[src/rtl/pit_pkg.sv]
// Shared types and constants for the 8254 bus controller.
// Holds the RW access-format enum, address/select codes and control-word width.
package pit_pkg;

  typedef enum logic [1:0] {
    RW_LATCH   = 2'b00,
    RW_LSB     = 2'b01,
    RW_MSB     = 2'b10,
    RW_LSB_MSB = 2'b11
  } rw_e;

  localparam logic [1:0] ADDR_CTRL   = 2'b11;
  localparam logic [1:0] SC_READBACK = 2'b11;
  localparam int         CW_W        = 6;

endpackage

[src/rtl/pit_chan_if.sv]
// Per-counter byte sequencer: write flip-flop, held LSB, read flip-flop, latch.
// Ports: clk/rst, decoded strobes in, rw format, din, live rdata; load request/value and read byte out.
module pit_chan_if
  import pit_pkg::*;
(
  input  logic        clk,
  input  logic        rst,
  input  logic        cwWr,
  input  logic        latchCmd,
  input  logic        wrEv,
  input  logic        rdEv,
  input  rw_e         rw,
  input  logic [7:0]  din,
  input  logic [15:0] rdata,
  output logic        loadReq,
  output logic [15:0] loadVal,
  output logic [7:0]  rdByte
);

  logic        wrFF;
  logic        rdFF;
  logic        latched;
  logic        rdLast;
  logic [7:0]  lsbHold;
  logic [15:0] latchVal;
  logic [15:0] src;

  assign src = latched ? latchVal : rdata;

  always_comb begin
    loadReq = 1'b0;
    loadVal = 16'h0000;
    rdByte  = src[7:0];
    rdLast  = 1'b1;
    unique case (rw)
      RW_LSB: begin
        loadReq = wrEv;
        loadVal = {8'h00, din};
      end
      RW_MSB: begin
        loadReq = wrEv;
        loadVal = {din, 8'h00};
        rdByte  = src[15:8];
      end
      RW_LSB_MSB: begin
        loadReq = wrEv & wrFF;
        loadVal = {din, lsbHold};
        rdByte  = rdFF ? src[15:8] : src[7:0];
        rdLast  = rdFF;
      end
      RW_LATCH: begin
        loadReq = 1'b0;
      end
    endcase
  end

  always_ff @(posedge clk) begin
    if (rst) begin
      wrFF     <= 1'b0;
      rdFF     <= 1'b0;
      latched  <= 1'b0;
      lsbHold  <= 8'h00;
      latchVal <= 16'h0000;
    end else if (cwWr) begin
      wrFF    <= 1'b0;
      rdFF    <= 1'b0;
      latched <= 1'b0;
    end else begin
      // a second latch before the first is fully read is ignored
      if (latchCmd && !latched) begin
        latched  <= 1'b1;
        latchVal <= rdata;
      end
      if (wrEv && rw == RW_LSB_MSB) begin
        wrFF <= ~wrFF;
        if (!wrFF) lsbHold <= din;
      end
      if (rdEv) begin
        if (rw == RW_LSB_MSB) rdFF <= ~rdFF;
        if (rdLast) latched <= 1'b0;
      end
    end
  end

endmodule

[src/rtl/pit_bus_ctrl.sv]
// 8254 host bus controller: strobe edge detect, address decode, count byte mux, dout.
// Optional PIT_READBACK_EN macro enables the SC=11 read-back latch command.
module pit_bus_ctrl
  import pit_pkg::*;
#(
  parameter int NUM_CNT = 3,
  parameter int DW      = 8
) (
  input  logic                    clk,
  input  logic                    rst,
  input  logic                    cs_n,
  input  logic                    wr_n,
  input  logic                    rd_n,
  input  logic [1:0]              addr,
  input  logic [DW-1:0]           din,
  output logic [DW-1:0]           dout,
  output logic [CW_W*NUM_CNT-1:0] cw,
  output logic [NUM_CNT-1:0]      cw_wr,
  output logic [15:0]             cnt_wdata,
  output logic [NUM_CNT-1:0]      cnt_load,
  input  logic [16*NUM_CNT-1:0]   cnt_rdata
);

  logic wrAct, rdAct, wrPrev, rdPrev;
  logic wrEv, rdEv, ctlEv, rdHit;
  logic [1:0] sc;
  rw_e rwIn;
  logic [NUM_CNT-1:0] cwSel, latchSel;
  logic [NUM_CNT-1:0] cntWr, cntRd, loadReq;
  logic [15:0] loadVal [NUM_CNT];
  logic [7:0] rdByte [NUM_CNT];
  logic [CW_W-1:0] cwReg [NUM_CNT];
  logic [15:0] wdNext;
  logic [DW-1:0] rdNext;

  assign wrAct = ~(cs_n | wr_n);
  assign rdAct = ~(cs_n | rd_n);
  assign wrEv  = wrAct & ~wrPrev;
  // a read overlapping an active write is swallowed
  assign rdEv  = rdAct & ~rdPrev & ~wrAct;
  assign ctlEv = wrEv & (addr == ADDR_CTRL);
  assign sc    = din[7:6];
  assign rwIn  = rw_e'(din[5:4]);

  always_comb begin
    cwSel    = '0;
    latchSel = '0;
    cntWr    = '0;
    cntRd    = '0;
    for (int i = 0; i < NUM_CNT; i++) begin
      if (ctlEv && sc == 2'(i)) begin
        cwSel[i]    = (rwIn != RW_LATCH);
        latchSel[i] = (rwIn == RW_LATCH);
      end
`ifdef PIT_READBACK_EN
      if (ctlEv && sc == SC_READBACK && !din[5] && din[1+i])
        latchSel[i] = 1'b1;
`endif
      cntWr[i] = wrEv && (addr == 2'(i));
      cntRd[i] = rdEv && (addr == 2'(i));
    end
  end

  always_comb begin
    wdNext = cnt_wdata;
    rdNext = '0;
    rdHit  = (addr == ADDR_CTRL);
    for (int i = 0; i < NUM_CNT; i++) begin
      if (loadReq[i]) wdNext = loadVal[i];
      if (addr == 2'(i)) begin
        rdHit  = 1'b1;
        rdNext = rdByte[i];
      end
    end
  end

  for (genvar g = 0; g < NUM_CNT; g++) begin : gChan
    assign cw[g*CW_W +: CW_W] = cwReg[g];

    pit_chan_if uChan (
      .clk      (clk),
      .rst      (rst),
      .cwWr     (cwSel[g]),
      .latchCmd (latchSel[g]),
      .wrEv     (cntWr[g]),
      .rdEv     (cntRd[g]),
      .rw       (rw_e'(cwReg[g][5:4])),
      .din      (din[7:0]),
      .rdata    (cnt_rdata[16*g +: 16]),
      .loadReq  (loadReq[g]),
      .loadVal  (loadVal[g]),
      .rdByte   (rdByte[g])
    );
  end

  always_ff @(posedge clk) begin
    if (rst) begin
      wrPrev    <= 1'b0;
      rdPrev    <= 1'b0;
      dout      <= '0;
      cw_wr     <= '0;
      cnt_load  <= '0;
      cnt_wdata <= 16'h0000;
      for (int i = 0; i < NUM_CNT; i++) cwReg[i] <= '0;
    end else begin
      wrPrev    <= wrAct;
      rdPrev    <= rdAct;
      cw_wr     <= cwSel;
      cnt_load  <= loadReq;
      cnt_wdata <= wdNext;
      for (int i = 0; i < NUM_CNT; i++)
        if (cwSel[i]) cwReg[i] <= din[CW_W-1:0];
      if (rdEv && rdHit) dout <= rdNext;
    end
  end

endmodule

[config.mk]
export PLATFORM = sky130hd
export DESIGN_NAME = pit_bus_ctrl
export DESIGN_NICKNAME = d
export VERILOG_FILES = /design/src/rtl/pit_pkg.sv /design/src/rtl/pit_chan_if.sv /design/src/rtl/pit_bus_ctrl.sv
export SDC_FILE = /design/constraint.sdc
export NUM_CORES = 1
export LEC_CHECK = 0
export CAP_MARGIN = 20
export CORE_ASPECT_RATIO = 1.4
export CORE_UTILIZATION = 45
export CTS_BUF_LIST = sky130_fd_sc_hd__clkbuf_2
export DETAILED_ROUTE_END_ITERATION = 12
export PLACE_DENSITY_LB_ADDON = 0.3
export RECOVER_POWER = 25
export SLEW_MARGIN = 15
export SYNTH_ARGS = -nofsm -noshare
export SYNTH_HDL_FRONTEND = slang
export SYNTH_HIERARCHICAL = 1
export SYNTH_SLANG_ARGS = --single-unit
[constraint.sdc]
create_clock -name clk -period 4.8 [get_ports clk]
set_clock_uncertainty 0.15 [all_clocks]
set_input_delay 0.96 -clock clk [delete_from_list [all_inputs] [get_ports clk]]
set_output_delay 0.96 -clock clk [all_outputs]
set_load 0.02 [all_outputs]
### Yosys cells after proc, flatten, opt, wreduce, memory -nomap -nowiden

Memory sizes are Yosys's and may differ from the RTL's.
Index checks and enable logic that the tools add are counted.

| cells by class | value |
|---|---|
| equality and inequality tests | 14 |
| muxes and demuxes | 56 |
| bitwise operators | 25 |
| reductions and logical operators | 42 |

Operators with widths:

| cell | count |
|---|---|
| case mux 16 bit (3 select lines) | 3 |
| two-way mux 16 bit | 6 |
| two-way mux 8 bit | 6 |
| case mux 8 bit (2 select lines) | 3 |
| two-way mux 1 bit | 32 |
| equality test 2 bit, second input constant | 9 |
| two-way mux 6 bit | 3 |
| logical AND 1 bit | 16 |
| inverter 1 bit | 13 |
| logical NOT 2 bit | 6 |
| AND reduction 2 bit | 6 |
| OR reduction 2 bit | 6 |
| equality test 2 x 1 -> 1 bit, second input constant | 5 |
| case mux 1 bit (3 select lines) | 3 |
| AND reduction 3 bit | 3 |
| AND 1 bit | 7 |
| bitwise OR 1 bit | 5 |
| logical NOT 1 bit | 3 |
| nonzero test 3 bit | 1 |
| nonzero test 2 bit | 1 |

| storage, ports and cells | value |
|---|---|
| register bits after elaboration | 113 |
| RAM bits | 18 |
| input bits | 63 |
| output and inout port bits | 48 |
| word-level logic and storage cells | 159 |
| memories | 1 |

Memories:

| memory | words | width | read ports | clocked after memory_dff | write ports | RTL line | text |
|---|---|---|---|---|---|---|---|
| cwReg | 3 | 6 | 3 | 0 | 3 | pit_bus_ctrl.sv:32 | `logic [CW_W-1:0] cwReg [NUM_CNT];` |

### Longest topological paths before layout

Gate-level depths: netlist of the first run.

| logic depth | value |
|---|---|
| depth after elaboration | 10 |
| depth in mapped cells | 10 |
| gate-level depth less buffers | 8 |

### By module

The synthesis of the first run kept the hierarchy.

Modules (own cells, without submodules):

| module | instances | cells each | area an instance (um2) | seq. area each (um2) |
|---|---|---|---|---|
| pit_chan_if | 3 | 178 | 1532.7 | 540.5 |
| pit_bus_ctrl | 1 | 211 | 2318.5 | 1181.1 |

### Worst setup path before layout of the first run

No wires, ideal clock.

| timing | value |
|---|---|
| path kind | input-to-reg |
| from | in wr_n |
| to | reg gChan[0].uChan.latchVal[10] |
| setup time | 70 ps |
| data arrival time | 2968 ps |
| data required time | 4580 ps |
| slack | 1612 ps |
| cell stages on the path | 9 |
| buffers on the path | 3 |
| cell sequence | or3_4 -> or3_1 -> buf_6 -> nor3_1 -> or3b_1 -> buf_6 -> buf_6 -> nand2_2 -> a21oi_2 |

| between the ends | value |
|---|---|
| word-level cells in the longest chain between the ends | 8 |
| elaborated cells on any way between the ends | 10 |
| those cells by class | mux (2); bitwise (5); reduce/logical (3) |

Ends and longest elaborated chain:

| what | RTL line | text |
|---|---|---|
| start: declaration | pit_bus_ctrl.sv:12 | `input logic wr_n,` |
| bitwise OR 1 bit | pit_bus_ctrl.sv:36 | `assign wrAct = ~(cs_n \| wr_n);` |
| inverter 1 bit | pit_bus_ctrl.sv:36 |  |
| AND 1 bit | pit_bus_ctrl.sv:38 | `assign wrEv = wrAct & ~wrPrev;` |
| AND 1 bit | pit_bus_ctrl.sv:41 | `assign ctlEv = wrEv & (addr == ADDR_CTRL);` |
| logical AND 1 bit | pit_bus_ctrl.sv:51 | `if (ctlEv && sc == 2'(i)) begin` |
| two-way mux 1 bit | pit_bus_ctrl.sv:51 |  |
| net cwSel[0] | pit_bus_ctrl.sv:28 | `logic [NUM_CNT-1:0] cwSel, latchSel;` |
| inverter 1 bit (no line) | -- |  |
| AND reduction 2 bit (no line) | -- |  |
| end signal: assignment | pit_chan_if.sv:72 | `latchVal <= rdata;` |
| end: declaration | pit_chan_if.sv:25 | `logic [15:0] latchVal;` |

The timed path passes the listed nets, and every way through them passes these cells.
A chain may end at the register's enable or synchronous reset.

### Worst setup path in the final report of the first run

| timing | value |
|---|---|
| from | in cs_n |
| to | reg cnt_wdata[6] |

| between the ends | value |
|---|---|
| word-level cells in the longest chain between the ends | 8 |
| elaborated cells on any way between the ends | 15 |
| those cells by class | mux (5); bitwise (6); reduce/logical (4) |

Ends and longest elaborated chain:

| what | RTL line | text |
|---|---|---|
| start: declaration | pit_bus_ctrl.sv:11 | `input logic cs_n,` |
| bitwise OR 1 bit * | pit_bus_ctrl.sv:36 |  |
| inverter 1 bit * | pit_bus_ctrl.sv:36 |  |
| AND 1 bit * | pit_bus_ctrl.sv:38 |  |
| logical AND 1 bit * | pit_bus_ctrl.sv:59 | `cntWr[i] = wrEv && (addr == 2'(i));` |
| net cntWr[1] | pit_bus_ctrl.sv:29 | `logic [NUM_CNT-1:0] cntWr, cntRd, loadReq;` |
| AND 1 bit | pit_chan_if.sv:46 | `loadReq = wrEv & wrFF;` |
| case mux 1 bit (3 select lines) * | pit_chan_if.sv:35 | `unique case (rw)` |
| net loadReq[1] | pit_bus_ctrl.sv:29 |  |
| two-way mux 16 bit (2 in series) | pit_bus_ctrl.sv:69 | `if (loadReq[i]) wdNext = loadVal[i];` |
| end signal: assignment | pit_bus_ctrl.sv:110 | `cnt_wdata <= wdNext;` |
| end: declaration | pit_bus_ctrl.sv:19 | `output logic [15:0] cnt_wdata,` |

The timed path passes the listed nets; every way through them passes the cells marked *.

==> impl_metrics.env, run 1 <==
export IMPL_gr_usage_met3_pct=5.21
export IMPL_synth_top_family_by_area="simple AND/OR/NAND/NOR gates"
export IMPL_synth_adder_area_share_pct=2.71
export IMPL_antenna_found_initial=1
export IMPL_synth_xor_xnor_area_share_pct=0.760
export IMPL_slew_viol_final=0
export IMPL_hold_class="register to register"
export IMPL_synth_area_per_cell_um2=9.28
export IMPL_wl_per_cell_um=17.2
export IMPL_die_area_um2=15900
export IMPL_htree_levels=4
export IMPL_cp_arrival_ns=4.22
export IMPL_start_util_pct=46.2
export IMPL_rsz0062_at_grt="no"
export IMPL_postSynthCellCount=745
export IMPL_worst_ir_drop_vdd_mv=0.139
export IMPL_postCtsSetupBuffers=0
export IMPL_fin_crit_sh_pct=78.3
export IMPL_maxCapViolCount=0
export IMPL_use_met1_pct=25.2
export IMPL_syn_cell_area_um2=6920
export IMPL_setup_tns_ns=0
export IMPL_critPathKind="input pin to register"
export IMPL_nFillCells=1429
export IMPL_ys_flop_type="dfxtp_1"
export IMPL_hold_viol=0
export IMPL_via_per_inst=5.52
export IMPL_status="finished clean"
export IMPL_finalNetCount=916
export IMPL_muxShareOfSynthArea_pct=11.6
export IMPL_hold_buffers=0
export IMPL_dieHeight_um=149
export IMPL_swShare_pct=26.9
export IMPL_synthArstFlopShare_pct=0
export IMPL_ys_seq_elements=131
export IMPL_drtIter0Drc=267
export IMPL_tightest_slew_ns=1.43
export IMPL_powerDensity_nw_per_um2=234
export IMPL_layoutNonFillerInstCount=1041
export IMPL_core_um2=15000
export IMPL_ctsResizeCount=0
export IMPL_slew_headroom_pct=4.85
export IMPL_via_count=5743
export IMPL_top_usage_layer="met2"
export IMPL_rr_startpoint="cwReg[0][11]"
export IMPL_portBuffers=110
export IMPL_cts_buffers=17
export IMPL_syn_to_final_growth_pct=18.9
export IMPL_p_leak_nw=2.83
export IMPL_numClockSinks=131
export IMPL_p_seq_share_pct=58.8
export IMPL_startpoint="cs_n"
export IMPL_period_minus_slack_ns=3.76
export IMPL_drive_gt1_share_pct=12.7
export IMPL_synth_warnings=6
export IMPL_internal_power_mw=1.41
export IMPL_cts_buffer_depth=2
export IMPL_use_met2_pct=40.6
export IMPL_setup_viol=0
export IMPL_yosys_area_share_simple_pct=21.3
export IMPL_cp_start_kind="input pin"
export IMPL_grt_first_pass_wirelength_mm=28.4
export IMPL_synth_seq_area_share_pct=40.5
export IMPL_synth_fp_nets=823
export IMPL_ys_types=45
export IMPL_rows=53
export IMPL_cp_max_fo=35
export IMPL_placedCellCount=1011
export IMPL_grt_pass1_vias=5693
export IMPL_tritoncts="built"
export IMPL_power_total_mw=1.92
export IMPL_p_sw_mw=0.518
export IMPL_p_comb_share_pct=12.7
export IMPL_worstSetupEndpointType="register"
export IMPL_first_pass_iters=4
export IMPL_min_from="gChan[1].uChan/latchVal[5]"
export IMPL_gr_usage_all_layers_pct=23.1
export IMPL_synth_compound_area_share_pct=17.7
export IMPL_finalCoreUtilization_pct=54.9
export IMPL_synth_edf_count=18
export IMPL_antenna_left=0
export IMPL_clkTransAtPathRegs_ns=0.17
export IMPL_overflow=0
export IMPL_grt_max_degree=59
export IMPL_hold_slack_ns=0.317
export IMPL_ioPinCount=111
export IMPL_insertion_delay_ns=0.71
export IMPL_drc=0
export IMPL_die_w_um=107
export IMPL_p_clk_share_pct=28.5
export IMPL_drt_total_wl_mm=17.9
export IMPL_gp_congestion=0.823
export IMPL_crit_required_ns=5.26
export IMPL_max_freq_mhz=266
export IMPL_root_buffer="clkbuf_2"
export IMPL_dp_hpwl_mm=13.2
metal layers:
metal	up-vias	share of wire, %	routed length (um)
li1	2831	-	-
met1	2700	40	7210
met2	165	51	9100
met3	47	4.4	785
met4	0	4.6	833
met5	-	0	0
state kept, by name (all words and copies together) (netlist names), 3 cells and up:
signal,flops
gChan.uChan/latchVal,48
gChan.uChan/lsbHold,24
cwReg,18
cnt_wdata,16
dout,8
cnt_load,3
cw_wr,3
gChan.uChan/latched,3
gChan.uChan/rdFF,3
gChan.uChan/wrFF,3
critical path, stage by stage:
cell           delay [ns]
dlygate4sd3_1        0.62
or3_1                0.42
nor2_1               0.25
nor2b_2              0.18
clkbuf_1             1.04
nor2b_1              0.12
a211o_1              0.35
a32o_1               0.26
layout by cell type, fill, tap and decap left out, types with 18 or more instances in the layout:
cell type,synthesis,routed
clkdlybuf4s50_1,0,108
clkbuf_2,0,19
nand2_1,77,77
nand2_2,30,30
edfxtp_1,18,18
mux2i_1,80,80
nor2b_1,24,22
a21oi_2,30,30
nand2b_1,19,19
o22ai_1,24,24
a22oi_1,24,24
and2_1,23,23
nor2_1,67,67
dfxtp_1,113,113
a21oi_1,30,30
cell families (layout without fill, tap and decap cells):
logic type               count (synthesis)  after routing
other                                    0              1
buffers and inverters                   66            169
adder cells (fa/ha/maj)                 15             15
flip-flops                             131            131
multiplexers                            80             80
XOR/XNOR                                 6              6
AND/OR/NAND/NOR                        282            282
AO/OA/AOI/OAI                          165            165
cells in the mapped netlist, types with 2 or more instances:
cell type / instances / share of area, %
dfxtp_1: 113 / 33
mux2i_1: 80 / 12
nand2_1: 77 / 4.2
nor2_1: 67 / 3.6
a21oi_1: 30 / 2.2
a21oi_2: 30 / 3.8
clkbuf_1: 30 / 1.6
nand2_2: 30 / 2.7
a22oi_1: 24 / 2.6
nor2b_1: 24 / 2.2
o22ai_1: 24 / 2.2
and2_1: 23 / 2.1
nand2b_1: 19 / 1.7
edfxtp_1: 18 / 7.8
a211o_1: 16 / 2.0
a32o_1: 16 / 2.3
ha_1: 15 / 2.7
nor3_1: 15 / 1.1
inv_1: 12 / 0.65
buf_2: 11 / 0.80
buf_6: 10 / 1.6
o21ai_0: 8 / 0.58
a2bb2oi_1: 6 / 0.76
nor4bb_1: 5 / 0.72
and3_1: 4 / 0.36
nor3b_1: 4 / 0.43
a2111oi_0: 3 / 0.38
a31oi_1: 3 / 0.27
nor3b_4: 3 / 0.81
or3b_1: 3 / 0.38
xnor2_1: 3 / 0.38
xor2_1: 3 / 0.38
nor4_1: 2 / 0.18
o211a_1: 2 / 0.29
o221ai_1: 2 / 0.25
area by class of cell:
class | count | area, um^2 | area share [%]
tap | 192 | 240 | 2.92
clock inverter | 10 | 71.3 | 0.867
antenna | 1 | 2.50 | 0.0304
inverter | 12 | 45.0 | 0.548
clock buffer | 19 | 95.1 | 1.16
timing repair buffer | 128 | 1210 | 14.7
multi-input combinational | 548 | 3760 | 45.7
sequential | 131 | 2800 | 34.1
power groups by stage:
stage / clock, mW / combinational [mW] / sequential (mW)
finish: 0.548 / 0.245 / 1.13
global route: 0.614 / 0.262 / 1.13
CTS: 0.565 / 0.246 / 1.13
detailed placement: 0 / 0.245 / 1.15
global placement: 0 / 0.241 / 1.15
floorplan: 0 / 0.111 / 1.16
per-stage QoR:
stage / setup slack, ns / instance area, um^2
floorplan: 1.61 / 6920
CTS: 1.47 / 8250
global route: 0.950 / 8230
global placement: 0.893 / 8090
finish: 1.04 / 8230
detailed placement: 0.732 / 8090
worst paths after layout:
kind / to / slack [ns] / cells past startpoint
max: cnt_wdata[6] / 1.04 / 8
min: gChan[1].uChan/latchVal[5] / 0.32 / 2
max reg2reg: cnt_wdata[6] / 1.55 / 7
min reg2reg: gChan[1].uChan/latchVal[5] / 0.32 / 2
(Power assumes the default switching activity.)
==> run 2: changes to the inputs <==
Clock period 4.8 ns to 3.33 ns, I/O delays scaled along.
==> impl_metrics.env, run 2 (same netlist as run 1, synthesis figures left out) <==
export IMPL_max_freq_mhz=341
export IMPL_powerDensity_nw_per_um2=348
export IMPL_highest_layer="met4"
export IMPL_period_minus_slack_ns=2.93
export IMPL_cp_max_fo=16
export IMPL_slew_viol_final=0
export IMPL_dieHeight_um=149
export IMPL_drc=0
export IMPL_ioPinCount=111
export IMPL_maxCapViolCount=0
export IMPL_hold_viol=0
export IMPL_grt_first_pass_wirelength_mm=29.1
export IMPL_cp_slowest_stage_delay_ns=0.56
export IMPL_start_util_pct=46.2
export IMPL_largestRegisters="gChan.uChan/latchVal (48), gChan.uChan/lsbHold (24), cwReg (18)"
export IMPL_fin_crit_sh_pct=87.9
export IMPL_tightest_slew_ns=1.05
export IMPL_p_leak_nw=2.95
export IMPL_drt_total_wl_mm=18.2
export IMPL_dp_hpwl_mm=13.5
export IMPL_dr_wl_met2_mm=9.36
export IMPL_tritoncts="built"
export IMPL_met1_length_mm=7.41
export IMPL_numClockSinks=131
export IMPL_critPathKind="input pin to register"
export IMPL_core_um2=15000
export IMPL_grt_max_degree=55
export IMPL_root_buffer="clkbuf_2"
export IMPL_setup_viol=0
export IMPL_antenna_left=0
export IMPL_via_per_inst=5.49
export IMPL_wl_per_cell_um=17.1
export IMPL_drtIter0Drc=260
export IMPL_die_area_um2=15900
export IMPL_die_w_um=107
export IMPL_clkTransAtPathRegs_ns=0.20
export IMPL_critPathSlowestCell="dlygate4sd3_1"
export IMPL_overflow=0
export IMPL_cts_buffer_depth=2
export IMPL_hold_buffers=0
export IMPL_placedCellCount=1030
export IMPL_rsz0062_at_grt="no"
export IMPL_critPathTopFamily="buffers and inverters"
export IMPL_final_common_cell="dfxtp_1"
export IMPL_finalNetCount=935
export IMPL_cp_start_kind="input pin"
export IMPL_gr_usage_all_layers_pct=23.7
export IMPL_ctsResizeCount=0
export IMPL_layoutNonFillerInstCount=1064
export IMPL_slew_headroom_pct=29.7
export IMPL_rows=53
export IMPL_routed_wl_met3_um=759
export IMPL_portBuffers=110
export IMPL_syn_to_final_growth_pct=22.5
export IMPL_crit_chain="dlygate4sd3_1, or3_1, or3_1, clkbuf_1, nor3_1, clkbuf_1, or3b_1, buf_4, nand2_1, a21oi_1"
export IMPL_antenna_found_initial=2
export IMPL_setup_tns_ns=0
export IMPL_via_count=5839
export IMPL_first_pass_iters=5
export IMPL_insertion_delay_ns=0.68
export IMPL_drive_gt1_share_pct=15.1
export IMPL_worstSetupEndpointType="register"
export IMPL_cp_arrival_ns=3.39
export IMPL_status="finished clean"
export IMPL_path_buf_inv=4
export IMPL_htree_levels=4
export IMPL_crit_required_ns=3.79
export IMPL_gp_congestion=0.856
export IMPL_postCtsSetupBuffers=0
export IMPL_top_register="gChan.uChan/latchVal"
export IMPL_largest_reg_flops=48
export IMPL_grt_pass1_vias=5797
export IMPL_mostFrequentLayoutCells="113 x dfxtp_1, 108 x clkdlybuf4s50_1, 80 x mux2i_1"
export IMPL_cts_buffers=17
export IMPL_worst_ir_drop_vdd_mv=0.211
export IMPL_hold_class="input pin to register"
run 2: layout make-up:
class	instances	area, um^2
Clock buffer	20	100
Inverter	12	45.0
Sequential cell	131	2800
Fill cell	1384	6510
Clock inverter	12	135
Timing Repair Buffer	147	1380
Multi-Input combinational cell	548	3770
Tap cell	192	240
Antenna cell	2	5.00
run 2: stage by stage:
step / util (%) / worst slack, ns / hold slack (ns) / cell area, um^2 / total power, mW
6_report: 56.6 / 0.402 / 0.292 / 8480 / 2.95
5_1_grt: 56.6 / 0.288 / 0.221 / 8480 / 3.07
4_1_cts: 56.7 / 0.569 / 0.206 / 8500 / 2.98
3_5_place_dp: 55.2 / -0.180 / 0.299 / 8270 / 2.03
3_3_place_gp: 55.2 / -0.0217 / 0.291 / 8270 / 2.02
2_1_floorplan: - / 0.436 / 0.286 / 6920 / 1.84
run 2: worst paths after layout:
| check | depth (start not counted) | to | from | slack, ns |
|---|---|---|---|---|
| hold reg to reg | 2 | gChan[0].uChan/latchVal[1] | gChan[0].uChan/latchVal[1] | 0.32 |
| setup / recovery | 10 | gChan[0].uChan/latchVal[3] | cs_n | 0.40 |
| setup reg to reg | 7 | dout[2] | cwReg[0][11] | 0.58 |
| hold / removal | 2 | gChan[2].uChan/latchVal[13] | rst | 0.29 |
run 2: per-layer routing:
| metal | vias up | track usage [%] |
|---|---|---|
| met1 | 2760 | 27.4 |
| met2 | 174 | 41.5 |
| li1 | 2863 | - |
| met5 | - | 0 |
| met4 | 0 | 11.6 |
| met3 | 42 | 4.29 |
run 2: report_power, final:
group	total, mW	internal (mW)	leakage [nW]	switching, mW
logic	0.365	0.171	1.70	0.194
clock network	0.953	0.355	0.148	0.598
registers	1.63	1.62	1.10	0.0126
total	2.95	2.15	2.95	0.805
